### config.mk
export PLATFORM = sky130hd
export DESIGN_NAME = adder_tree_acc
export DESIGN_NICKNAME = d
export VERILOG_FILES = /design/src/rtl/adder_tree_pkg.sv /design/src/rtl/adder_tree_stage.sv /design/src/rtl/adder_tree_acc.sv
export SDC_FILE = /design/constraint.sdc
export NUM_CORES = 1
export LEC_CHECK = 0
export ABC_CLOCK_PERIOD_IN_PS = 3800
export CAP_MARGIN = 20
export CORE_MARGIN = 3
export CORE_UTILIZATION = 48
export DETAILED_ROUTE_END_ITERATION = 8
export GPL_TIMING_DRIVEN = 0
export PLACE_DENSITY = 0.68
export SLEW_MARGIN = 20
export SYNTH_ARGS = -nofsm -noshare
export SYNTH_HDL_FRONTEND = slang
export SYNTH_SLANG_ARGS = --single-unit
### constraint.sdc
create_clock -name clk -period 3.8 [get_ports clk]
set_input_delay 0.38 -clock clk [delete_from_list [all_inputs] [get_ports clk]]
set_output_delay 0.38 -clock clk [all_outputs]
set_load 0.01 [all_outputs]
### src/rtl/adder_tree_pkg.sv
// Shared sizing helpers for the pipelined adder tree and its frame accumulator.
package adder_tree_pkg;

    function automatic int clog2(input int n);
        int r;
        int v;
        r = 32'sd0;
        v = 32'sd1;
        while (v < n) begin
            v = v * 32'sd2;
            r = r + 32'sd1;
        end
        return r;
    endfunction

    // Element width after s pairing levels; one growth bit per level keeps sums exact.
    function automatic int stage_width(input int dwidth, input int s);
        return dwidth + s;
    endfunction

    function automatic int stage_count(input int n, input int s);
        int c;
        c = n;
        for (int i = 0; i < s; i++) begin
            c = (c + 32'sd1) / 32'sd2;
        end
        return c;
    endfunction

    // Bit offset of level s inside the flattened level bus (levels packed back to back).
    function automatic int level_offset(input int n, input int dwidth, input int s);
        int off;
        off = 32'sd0;
        for (int i = 0; i < s; i++) begin
            off = off + stage_count(n, i) * stage_width(dwidth, i);
        end
        return off;
    endfunction

endpackage

### src/rtl/adder_tree_stage.sv
// One registered pairing level of the adder tree; an odd last element passes through widened.
module adder_tree_stage
    import adder_tree_pkg::*;
#(
    parameter int N_IN   = 2,
    parameter int IN_W   = 8,
    parameter int SIGNED = 0,
    localparam int N_OUT = (N_IN + 1) / 2,
    localparam int OUT_W = IN_W + 1
) (
    input  logic                   clk,
    input  logic                   rst_n,
    input  logic                   en,
    input  logic [N_IN*IN_W-1:0]   in_dat,
    input  logic                   in_valid,
    input  logic                   in_last,
    output logic [N_OUT*OUT_W-1:0] out_dat,
    output logic                   out_valid,
    output logic                   out_last
);

    logic [N_OUT*OUT_W-1:0] sum_s;

    function automatic logic [OUT_W-1:0] ext(input logic [IN_W-1:0] x);
        return (SIGNED != 0) ? {x[IN_W-1], x} : {1'b0, x};
    endfunction

    for (genvar j = 0; j < N_OUT; j++) begin : g_pair
        if (2 * j + 1 < N_IN) begin : g_add
            assign sum_s[j*OUT_W +: OUT_W] = ext(in_dat[(2*j)*IN_W +: IN_W])
                                           + ext(in_dat[(2*j+1)*IN_W +: IN_W]);
        end else begin : g_pass
            assign sum_s[j*OUT_W +: OUT_W] = ext(in_dat[(2*j)*IN_W +: IN_W]);
        end
    end

    // Level register: captures sums and beat tags only when the pipeline advances.
    always_ff @(posedge clk or negedge rst_n) begin
        if (!rst_n) begin
            out_dat   <= '0;
            out_valid <= 1'b0;
            out_last  <= 1'b0;
        end else if (en) begin
            out_dat   <= sum_s;
            out_valid <= in_valid;
            out_last  <= in_last;
        end
    end

endmodule

### src/rtl/adder_tree_acc.sv
// Pipelined adder tree over NUM_INPUTS lanes with per-frame accumulation and a
// single global advance that stalls the whole pipeline under output backpressure.
module adder_tree_acc
    import adder_tree_pkg::*;
#(
    parameter int NUM_INPUTS = 12,
    parameter int DWIDTH     = 8,
    parameter int SIGNED     = 0,
    parameter int ACC_EXTRA  = 8,
    localparam int NUM_STAGES = clog2(NUM_INPUTS),
    localparam int OWIDTH     = DWIDTH + NUM_STAGES + ACC_EXTRA
) (
    input  logic                         clk,
    input  logic                         rst_n,
    input  logic [NUM_INPUTS*DWIDTH-1:0] i_dat_vector,
    input  logic                         i_dat_valid,
    input  logic                         i_dat_last,
    output logic                         o_dat_ready,
    output logic [OWIDTH-1:0]            o_sum,
    output logic                         o_sum_valid,
    output logic                         o_sum_ovf,
    input  logic                         i_sum_ready
);

    localparam int TREE_W  = DWIDTH + NUM_STAGES;
    localparam int BUS_W   = level_offset(NUM_INPUTS, DWIDTH, NUM_STAGES + 1);
    localparam int FIN_OFF = level_offset(NUM_INPUTS, DWIDTH, NUM_STAGES);

    logic                         advance_s;
    logic [NUM_INPUTS*DWIDTH-1:0] in_dat_r;
    logic                         in_valid_r;
    logic                         in_last_r;
    logic [BUS_W-1:0]             lvl_bus_s;
    logic [NUM_STAGES:0]          lvl_valid_s;
    logic [NUM_STAGES:0]          lvl_last_s;
    logic [TREE_W-1:0]            tree_s;
    logic                         fin_valid_s;
    logic                         fin_last_s;
    logic [OWIDTH-1:0]            tree_ext_s;
    logic [OWIDTH:0]              add_full_s;
    logic                         add_ovf_s;
    logic [OWIDTH-1:0]            acc_nxt_s;
    logic                         ovf_nxt_s;
    logic [OWIDTH-1:0]            acc_r;
    logic                         ovf_r;
    logic                         in_frame_r;

    assign advance_s   = !o_sum_valid || i_sum_ready;
    assign o_dat_ready = advance_s;

    // Input capture register (level 0 of the tree).
    always_ff @(posedge clk or negedge rst_n) begin
        if (!rst_n) begin
            in_dat_r   <= '0;
            in_valid_r <= 1'b0;
            in_last_r  <= 1'b0;
        end else if (advance_s) begin
            in_dat_r   <= i_dat_vector;
            in_valid_r <= i_dat_valid;
            in_last_r  <= i_dat_last;
        end
    end

    assign lvl_bus_s[0 +: NUM_INPUTS*DWIDTH] = in_dat_r;
    assign lvl_valid_s[0]                    = in_valid_r;
    assign lvl_last_s[0]                     = in_last_r;

    for (genvar s = 1; s <= NUM_STAGES; s++) begin : g_stage
        localparam int N_PREV   = stage_count(NUM_INPUTS, s - 1);
        localparam int W_PREV   = stage_width(DWIDTH, s - 1);
        localparam int N_CUR    = stage_count(NUM_INPUTS, s);
        localparam int W_CUR    = stage_width(DWIDTH, s);
        localparam int OFF_PREV = level_offset(NUM_INPUTS, DWIDTH, s - 1);
        localparam int OFF_CUR  = level_offset(NUM_INPUTS, DWIDTH, s);

        adder_tree_stage #(
            .N_IN   (N_PREV),
            .IN_W   (W_PREV),
            .SIGNED (SIGNED)
        ) u_stage (
            .clk       (clk),
            .rst_n     (rst_n),
            .en        (advance_s),
            .in_dat    (lvl_bus_s[OFF_PREV +: N_PREV*W_PREV]),
            .in_valid  (lvl_valid_s[s-1]),
            .in_last   (lvl_last_s[s-1]),
            .out_dat   (lvl_bus_s[OFF_CUR +: N_CUR*W_CUR]),
            .out_valid (lvl_valid_s[s]),
            .out_last  (lvl_last_s[s])
        );
    end

    assign tree_s      = lvl_bus_s[FIN_OFF +: TREE_W];
    assign fin_valid_s = lvl_valid_s[NUM_STAGES];
    assign fin_last_s  = lvl_last_s[NUM_STAGES];

    if (SIGNED != 0) begin : g_sext
        assign tree_ext_s = OWIDTH'($signed(tree_s));
    end else begin : g_zext
        assign tree_ext_s = OWIDTH'(tree_s);
    end

    // Next accumulator value; signed overflow is carry-into-MSB xor carry-out.
    always_comb begin
        add_full_s = {1'b0, acc_r} + {1'b0, tree_ext_s};
        if (SIGNED != 0) begin
            add_ovf_s = add_full_s[OWIDTH] ^ add_full_s[OWIDTH-1]
                      ^ acc_r[OWIDTH-1] ^ tree_ext_s[OWIDTH-1];
        end else begin
            add_ovf_s = add_full_s[OWIDTH];
        end
        if (!in_frame_r) begin
            acc_nxt_s = tree_ext_s;
            ovf_nxt_s = 1'b0;
        end else begin
            acc_nxt_s = add_full_s[OWIDTH-1:0];
            ovf_nxt_s = ovf_r | add_ovf_s;
        end
    end

    // Frame accumulator and registered sum output; bubbles leave frame state untouched.
    always_ff @(posedge clk or negedge rst_n) begin
        if (!rst_n) begin
            acc_r       <= '0;
            ovf_r       <= 1'b0;
            in_frame_r  <= 1'b0;
            o_sum       <= '0;
            o_sum_ovf   <= 1'b0;
            o_sum_valid <= 1'b0;
        end else if (advance_s) begin
            if (fin_valid_s) begin
                acc_r      <= acc_nxt_s;
                ovf_r      <= ovf_nxt_s;
                in_frame_r <= !fin_last_s;
            end
            if (fin_valid_s && fin_last_s) begin
                o_sum       <= acc_nxt_s;
                o_sum_ovf   <= ovf_nxt_s;
                o_sum_valid <= 1'b1;
            end else begin
                o_sum_valid <= 1'b0;
            end
        end
    end

endmodule

# Word-level counts from Yosys, hierarchy flattened

Cells that the tools add are included.

Mux-type cells: 3
Reduce and logical (&&, ||, !) cells: 6
$add $sub $neg: 12
Bitwise operators: 1

Operators by type and width:

| cell              | count |
|---|---|
| $add 8x8->9       | 6 |
| $add 9x9->10      | 3 |
| $add 20x12->21    | 1 |
| $mux 20           | 1 |
| $add 11x10->12    | 1 |
| $add 10x10->11    | 1 |
| $reduce_and 2->1  | 2 |
| $logic_not 1->1   | 2 |
| $mux 1            | 2 |
| $logic_and 1x1->1 | 1 |
| $logic_or 1x1->1  | 1 |
| $or 1x1->1        | 1 |

Word-level logic and storage cells: 43
Output and inout bits: 23
Register bits: 267
Input bits: 101

# Depth between registers and ports, before layout

Gate-level depths: netlist of the first run.

Word-level depth: 3
Mapped depth: 9
Mapped depth without buffers: 9

# Cells and area by module

From an unflattened synthesis of the first run, not the netlist that was laid out.

Cells, all modules: 1642
Area, all modules: 15374.7 um^2

Modules (own cells, without submodules):

| module                                 | cells an instance | area an instance (um^2) | seq. area each (um^2) | instances |
|---|---|---|---|---|
| adder_tree_acc                         | 726               | 6362.4                  | 3553.4                | 1 |
| adder_tree_stage at g_stage[1].u_stage | 453               | 4274.1                  | 1401.3                | 1 |
| adder_tree_stage at g_stage[2].u_stage | 251               | 2446.1                  | 800.8                 | 1 |
| adder_tree_stage at g_stage[3].u_stage | 116               | 1306.3                  | 575.6                 | 1 |
| adder_tree_stage at g_stage[4].u_stage | 96                | 985.9                   | 350.3                 | 1 |

# Worst setup path after synthesis of the first run

Ideal clock, no wire load.

Path kind: flip-flop to flip-flop
From: register g_stage[2].u_stage.out_dat[0]
To: register g_stage[3].u_stage.out_dat[8]
Path slack: 1512 ps
Data required time: 3731 ps
Stages on the path, launching flop included: 9
Clock period less this slack: 2288 ps
Library setup time: 69 ps
Path buffers: 0
Arrival: 2219 ps
Cell sequence: dfrtp_1 -> ha_1 -> fa_1 -> a21o_1 -> a21oi_1 -> o21ai_0 -> a31o_2 -> or4b_1 -> nand3_1

Word-level cells in the longest chain between the ends: 1

RTL lines:

| what                   | RTL line               | RTL |
|---|---|---|
| start, declared        | adder_tree_stage.sv:17 | `output logic [N_OUT*OUT_W-1:0] out_dat,` |
| start signal, assigned | adder_tree_stage.sv:44 | `out_dat <= sum_s;` |
| $add 10x10->11         | adder_tree_stage.sv:31 | `+ ext(in_dat[(2*j+1)*IN_W +: IN_W]);` |
| end signal, assigned   | adder_tree_stage.sv:44 |  |
| end, declared          | adder_tree_stage.sv:17 |  |

No other way between the ends.
A chain may end at the register's enable or synchronous reset.

# Worst setup path in the final report of the first run

From: register o_sum_valid
To: output port o_dat_ready

Word-level cells in the longest chain between the ends: 2

RTL lines:

| what                   | RTL line              | RTL |
|---|---|---|
| start, declared        | adder_tree_acc.sv:20  | `output logic o_sum_valid,` |
| start signal, assigned | adder_tree_acc.sv:129 | `o_sum_valid <= 1'b0;` |
| start signal, assigned | adder_tree_acc.sv:139 | `o_sum_valid <= 1'b1;` |
| start signal, assigned | adder_tree_acc.sv:141 | `o_sum_valid <= 1'b0;` |
| $logic_not 1->1        | adder_tree_acc.sv:48  | `assign advance_s = !o_sum_valid \|\| i_sum_ready;` |
| $logic_or 1x1->1       | adder_tree_acc.sv:48  |  |
| end, declared          | adder_tree_acc.sv:18  | `output logic o_dat_ready,` |

No other way between the ends.

==> results.md, run 1 <==
- Die Ht: 178.5 microns
- Syn avg cell area: 9.142 sq um
- Pre-CTS setup slack: 0.08291 ns
- Placed cell area: 0.01605 sq mm
- Total I/O pin count: 124
- Slowest cell on the critical path: clkdlybuf4s50_1
- Skew final: 0.01368 ns
- RSZ-0062 raised after global routing: false
- Setup Total Neg Slack: 0 ns
- Synthesized area: 0.01428 sq mm
- GRT Residual Overflow: 0
- Detailed-route wire length per cell: 16.69 microns
- CTS buffer count: 30
- CTS tree: yes
- Routed vias: 11360
- Critical Path End Type: output port
- Worst-margin pin slew: 0.9329 ns
- Cell type with the largest total area after synthesis: dfrtp_1
- Dpl hpwl: 25920 microns
- Sequential fraction of the synthesis area: 46.79%
- Reg-to-Reg Start: o_sum_valid
- Clock Latency Late Sink: 0.55 ns
- Area fraction of the dominant cell type after synthesis: 46.79%
- VDD IR max: 0.4881 mV
- Htree depth: 1
- Core area: 0.02901 sq mm
- CP Cell Sequence: nor2b_1 -> clkbuf_1 -> inv_1 -> clkbuf_1 -> clkbuf_2 -> buf_2 -> clkdlybuf4s50_1
- # placed instances: 2071
- Status: finished, final reports clean
- Arr. time, crit path: 3.17 ns
- Leak pwr: 8.097 nW
- Hold WC Path Type: primary input to flop
- Vias per std cell: 5.351
- Die W: 178.5 microns
- R2R setup slack: 0.64 ns
- Share of layout cells above drive strength 1: 5.003%
- R2R cell count: 7
- Total power draw: 15.32 mW
- CTS clk-pin slew, worst paths: 0.06 ns
- Non-filler cells in the finished layout: 2123
- Global placement routability congestion: 0.8803
- DRT Pass-1 Iters: 5
- # rows: 62
- # clock sinks: 267
- Final Routed Wirelength: 35430 microns
- First-pass GRT wire length: 57750 microns
- Max-slew violation count: 0
- Initial antenna violation count: 0
- Crit share post-route: 93.54%
- Post-CTS setup buffers: 0
- Async SR Flop Fraction: 100.0%
- Cell variety after synth: 71
- Mapped Cells: 1562
- Post-synth top flop: dfrtp_1
- Synth Net Count: 1782
- Top post-synthesis cells by area: dfrtp_1 (47%), nand2_1 (12%), ha_1 (9.4%)
- GR Util All Layers: 22.56%
- Initial Utilization: 49.22%
- ANT nets after route: 0
- Diode count: 0
- CP max stage delay: 0.59 ns
- PwrDens: 901.1 mW/mm^2
- Worst-path maximum fanout: 10
- Drt drc: 0
- Critical Path Start: o_sum_valid
- CTS root buf: clkbuf_16
- CTS max path bufs: 3
- Final setup violation count: 0
- FF-to-FF End: g_stage[2].u_stage.out_dat[24]
- Crit path launch type: flop
- Count leader, synth: nand2_1
- Final worst slack: 0.2455 ns
- Post-layout instance area: 0.01700 sq mm
- Crit path to: o_dat_ready
- Crit-path most repeated cell: clkbuf_1
- Largest net degree at the start of global routing: 101
- Port Buffer Count: 123
- Ys Warns: 0
- Relative slew slack: 37.80%
- Hold Fails Final Rpt: 0
- Vias in the first global route: 11340
- EDFF count, synth: 0
- Max Cap Viol: 0
- WP data required: 3.42 ns
- Critical path type: flop to output port
- Final nets: 1940
- Post-synthesis to final-layout area growth: 19.06%
- Maximum operating frequency: 281.3 MHz
- Die area: 0.03186 sq mm
- Final min period: 3.555 ns
- Synth cell count leaders: nand2_1 (446), dfrtp_1 (267), ha_1 (107)
- Flop and latch count out of synthesis: 267
- DRT iter0 DRCs: 667
==> final cells by class <==
type	count	area, sq um
multi-input cells	1171	7099
plain buffers	66	282.8
fillers	2625	12010
flip-flops and latches	267	6681
inverters	58	217.7
clock inverters	8	67.56
repair buffers	126	1301
clock buffers	43	870.8
well taps	384	480.5
==> layer usage <==
metal	GRT usage (%)	part of all wire [%]	up-vias
li1	-	-	5642
met1	30.71	45	5397
met2	37.73	47	258
met3	2.725	4.4	63
met4	7.143	3.5	0
met5	0	0	-
==> power breakdown <==
group          internal [mW]  switching, mW  leakage (nW)
sequential              4.02          0.755          3.19
clock                   1.64           1.14         0.464
combinational           3.39           4.38          4.44
total                   9.04           6.28          8.10
==> per-stage QoR <==
step,hold slack (ns),util (%)
after floorplan,0.08441,-
after global placement,0.4497,55.12
after detailed placement,0.3903,55.33
after CTS,0.3387,58.60
after global routing,0.3445,58.60
final,0.3514,58.60
==> critical path: cells and delay by family, from the launching register on <==
kind	cells	cell delay [ns]
buffers and inverters	6	2.11
DFF	1	0.37
and+or+nand+nor	1	0.14
==> worst min-delay path by stage <==
| stage | startpoint | to | cells after the start |
|---|---|---|---|
| 3_3_place_gp | g_stage[3].u_stage.out_valid | g_stage[3].u_stage.out_valid | 2 |
| 5_1_grt | i_dat_vector[72] | in_dat_r[72] | 3 |
| 3_5_place_dp | rst_n | in_dat_r[9] | 1 |
| 4_1_cts | i_dat_vector[72] | in_dat_r[72] | 3 |
| 2_1_floorplan | rst_n | acc_r[0] | 0 |
| 6_report | i_dat_vector[72] | in_dat_r[72] | 3 |
==> placed cells by master, fill, tap and decap left out, drive strengths merged, types with 9 or more instances in the layout <==
master and n:
nor2 72, ha 107, a21o 35, xor2 38, a31oi 13, inv 58, o31ai 13, o211ai 12
nand3 18, clkbuf 90, fa 12, clkdlybuf4s50 122, a21boi 10, o21a 13, a21oi 98, buf 21
nor3b 10, xnor2 25, or3 16, a211oi 10, and3 9, nor2b 12, nand2 447, nor3 24
dfrtp 267, o21ai 96, mux2i 9
==> cell families (layout without fill, tap and decap cells) <==
logic type,after synthesis,in the layout,synth area share (%)
AOI/OAI and AO/OA,335,335,14.70
xor gates and xnor gates,63,63,3.864
adders and majority gates,119,119,11.06
buffers and inverters,124,301,3.496
DFF,267,267,46.79
muxes,10,10,0.7097
and+or+nand+nor,644,644,19.38
==> repair_timing <==
action / CTS / global route
endpoints found under the setup margin: 1 / 0
endpoints found under the hold margin: 68 / 0
hold buffers: 1 / 0
resized for setup: 1 / 0
==> sequential cells by signal, summed over array words and instances (netlist names) <==
name / count
acc_r: 20
g_stage.u_stage.out_dat: 117
g_stage.u_stage.out_last: 4
g_stage.u_stage.out_valid: 4
in_dat_r: 96
in_frame_r: 1
in_last_r: 1
in_valid_r: 1
o_sum: 20
o_sum_ovf: 1
o_sum_valid: 1
ovf_r: 1
No activity file was read; power rests on OpenSTA's default activity.
==> run 2, diff against run 1 <==
--- a/config.mk
+++ b/config.mk
@@ -7,6 +7,7 @@
 export LEC_CHECK = 0
 export ABC_CLOCK_PERIOD_IN_PS = 3800
 export CAP_MARGIN = 20
+export CORE_ASPECT_RATIO = 1.75
 export CORE_MARGIN = 3
 export CORE_UTILIZATION = 48
 export DETAILED_ROUTE_END_ITERATION = 8
==> constraint.sdc (replaced) <==
create_clock -name clk -period 3.8 [get_ports clk]
set_input_delay 0.38 -clock clk [delete_from_list [all_inputs] [get_ports clk]]
set_output_delay 0.38 -clock clk [all_outputs]
set_load 0.1 [all_outputs]
==> run 2 against run 1 <==
Clock skew shrank 0.0046 ns. Critical endpoint unchanged. Critical path depth is the same. Via count grew 0.79%. Highest routed layer unchanged. Largest power group unchanged.
==> results.md, run 2 (same netlist as run 1, synthesis figures left out) <==
- Largest net degree at the start of global routing: 101 (unchanged)
- Die Ht: 234.2 microns (+31%)
- Diode count: 0 (unchanged)
- Drt drc: 0 (unchanged)
- Final setup violation count: 0 (unchanged)
- Total I/O pin count: 124 (unchanged)
- Final min period: 3.509 ns (-0.04547 ns)
- DRT iter0 DRCs: 519 (-22%)
- Commonest non-fill, non-tap cells in the layout: nand2_1 (446), dfrtp_1 (267), clkdlybuf4s50_1 (121)
- Leak pwr: 8.034 nW (-0.77%)
- CP Cell Sequence: nor2b_1 -> clkbuf_1 -> inv_1 -> clkbuf_1 -> clkbuf_2 -> buf_2 -> clkdlybuf4s15_2
- Global placement routability congestion: 0.8845 (+0.48%)
- Maximum operating frequency: 285.0 MHz (+1.3%)
- VDD IR max: 0.6115 mV (+25%)
- Vias in the first global route: 11900 (+4.9%)
- Core area: 0.02893 sq mm (-0.28%)
- CTS root buf: clkbuf_16
- Critical path depth: 7 (unchanged)
- RSZ-0062 raised after global routing: false
- Initial Utilization: 49.36% (+0.14 points)
- # clock sinks: 267 (unchanged)
- # rows: 82 (+32%)
- Most common cell after layout, fill and taps aside: nand2_1
- Arr. time, crit path: 3.13 ns (-0.04 ns)
- PwrDens: 934.1 mW/mm^2 (+3.7%)
- ANT nets after route: 0 (unchanged)
- R2R cell count: 7 (unchanged)
- Skew final: 0.009122 ns (-0.004557 ns)
- Max Cap Viol: 0 (unchanged)
- Die W: 136.4 microns (-24%)
- Post-synthesis to final-layout area growth: 18.05%
- Status: finished, final reports clean
- CP max stage delay: 0.60 ns (about the same)
- Hold WC Path Type: primary input to asynchronous set/reset pin
- CTS max path bufs: 3 (unchanged)
- Crit-path most repeated cell: clkbuf_1
- Biggest register: g_stage.u_stage.out_dat
- Dpl hpwl: 27730 microns (+7.0%)
- Share of layout cells above drive strength 1: 4.844% (-0.16 points)
- Placed cell area: 0.01604 sq mm (about the same)
- Post-layout instance area: 0.01686 sq mm (-0.85%)
- Initial antenna violation count: 0 (unchanged)
- Crit path launch type: flop
- Port Buffer Count: 123 (unchanged)
- Leading registers by flop count: g_stage.u_stage.out_dat: 117 flops, in_dat_r: 96 flops
- Post-CTS setup buffers: 0 (unchanged)
- DRT Pass-1 Iters: 5 (unchanged)
- Max reg flops: 117 (unchanged)
- Final Routed Wirelength: 36480 microns (+3.0%)
- Final nets: 1936 (-0.21%)
- Max-slew violation count: 0 (unchanged)
- WHS: 0.3603 ns (+0.008904 ns)
- GRT Residual Overflow: 0 (unchanged)
- Hold Fails Final Rpt: 0 (unchanged)
- Vias per std cell: 5.421 (+1.3%)
- Worst-margin pin slew: 0.9888 ns (+0.05583 ns)
- CTS buffer count: 26 (-13%)
- CTS tree: yes
- Crit share post-route: 92.34% (-1.2 points)
- Slowest cell on the critical path: clkdlybuf4s15_2
- Critical path type: flop to output port
- Buf/Inv on CP: 6 (unchanged)
- CTS clk-pin slew, worst paths: 0.06 ns (about the same)
- GR Util All Layers: 23.21% (+0.64 points)
- Die area: 0.03194 sq mm (+0.26%)
- Clock Latency Late Sink: 0.54 ns (about the same)
- Detailed-route wire length per cell: 17.27 microns (+3.5%)
- Htree depth: 1 (unchanged)
- Routed vias: 11450 (+0.79%)
- First-pass GRT wire length: 58280 microns (+0.91%)
- WP data required: 3.42 ns (about the same)
- Relative slew slack: 33.88% (-3.9 points)
- Worst path top cell family by delay: buffers and inverters
- Critical Path End Type: output port
- Worst-path maximum fanout: 10 (unchanged)
[run 2: changes by cell type in the layout (fill, tap and decap cells not counted)]
cell	change
clkbuf_1	-1
bufinv_16	-1
clkdlybuf4s15_2	+1
clkbuf_16	-4
clkinv_2	+2
clkbuf_8	-1
clkdlybuf4s50_1	-1
[run 2: worst register-to-register path: stages, from the launching register on]
cell and delay (ns):
dfrtp_1 0.34, nor2b_1 0.26, clkbuf_1 0.33, clkbuf_1 0.61, clkbuf_1 0.58, buf_1 0.68, nand2_1 0.15, o31ai_1 0.09
[run 2: final cells by class]
| type | instances | area, sq um |
|---|---|---|
| Clock buffer | 37 | 753.2 |
| Sequential cell | 267 | 6681 |
| Clock inverter | 9 | 47.55 |
| Fill cell | 2647 | 12080 |
| Tap cell | 378 | 473.0 |
| Buffer | 66 | 282.8 |
| Timing Repair Buffer | 126 | 1303 |
| Inverter | 58 | 217.7 |
| Multi-Input combinational cell | 1171 | 7099 |
[run 2: routing by layer]
metal  global-route usage (%)  part of all wire (%)  vias to the layer above
met2                    44.60                    55                      232
met5                        0                     0                        -
met4                    13.52                   6.1                        0
li1                         -                     -                     5628
met3                    2.898                   3.6                      107
met1                    23.48                    36                     5483
[run 2: worst paths after layout]
path / from / endpoint / slack, ns
max: o_sum_valid / o_dat_ready / 0.29
min: rst_n / o_sum[1] / 0.36
max reg2reg: o_sum_valid / g_stage[2].u_stage.out_dat[14] / 0.66
min reg2reg: g_stage[2].u_stage.out_dat[20] / g_stage[2].u_stage.out_dat[20] / 0.47
max in group asynchronous: rst_n / in_dat_r[56] / 2.07
min in group clk: i_dat_vector[20] / in_dat_r[20] / 0.36
[run 2: per-stage QoR]
stage	total power, mW	instances	setup slack, ns	TNS, ns	util, %
finish	15.75	2112	0.2910	0	58.26
global route	17.05	2112	0.1836	0	58.26
CTS	15.87	2112	0.06551	0	58.26
detailed placement	13.33	2065	-0.3180	-0.3180	55.45
global placement	13.05	2063	-8.982	-2388.73	55.25
floorplan	11.01	1562	1.150	0	-
[run 2: power by group]
part / internal [mW] / switching (mW) / leakage [nW]
combinational: 3.38 / 5.15 / 4.44
clock: 1.37 / 1.10 / 0.400
sequential: 4.01 / 0.734 / 3.19
[run 2: timing repair]
item,4_1_cts,5_1_grt
hold endpoints to repair,69,0
gates cloned,0,0
hold buffers,1,0
setup endpoints to repair,1,1
gates resized for setup,3,2
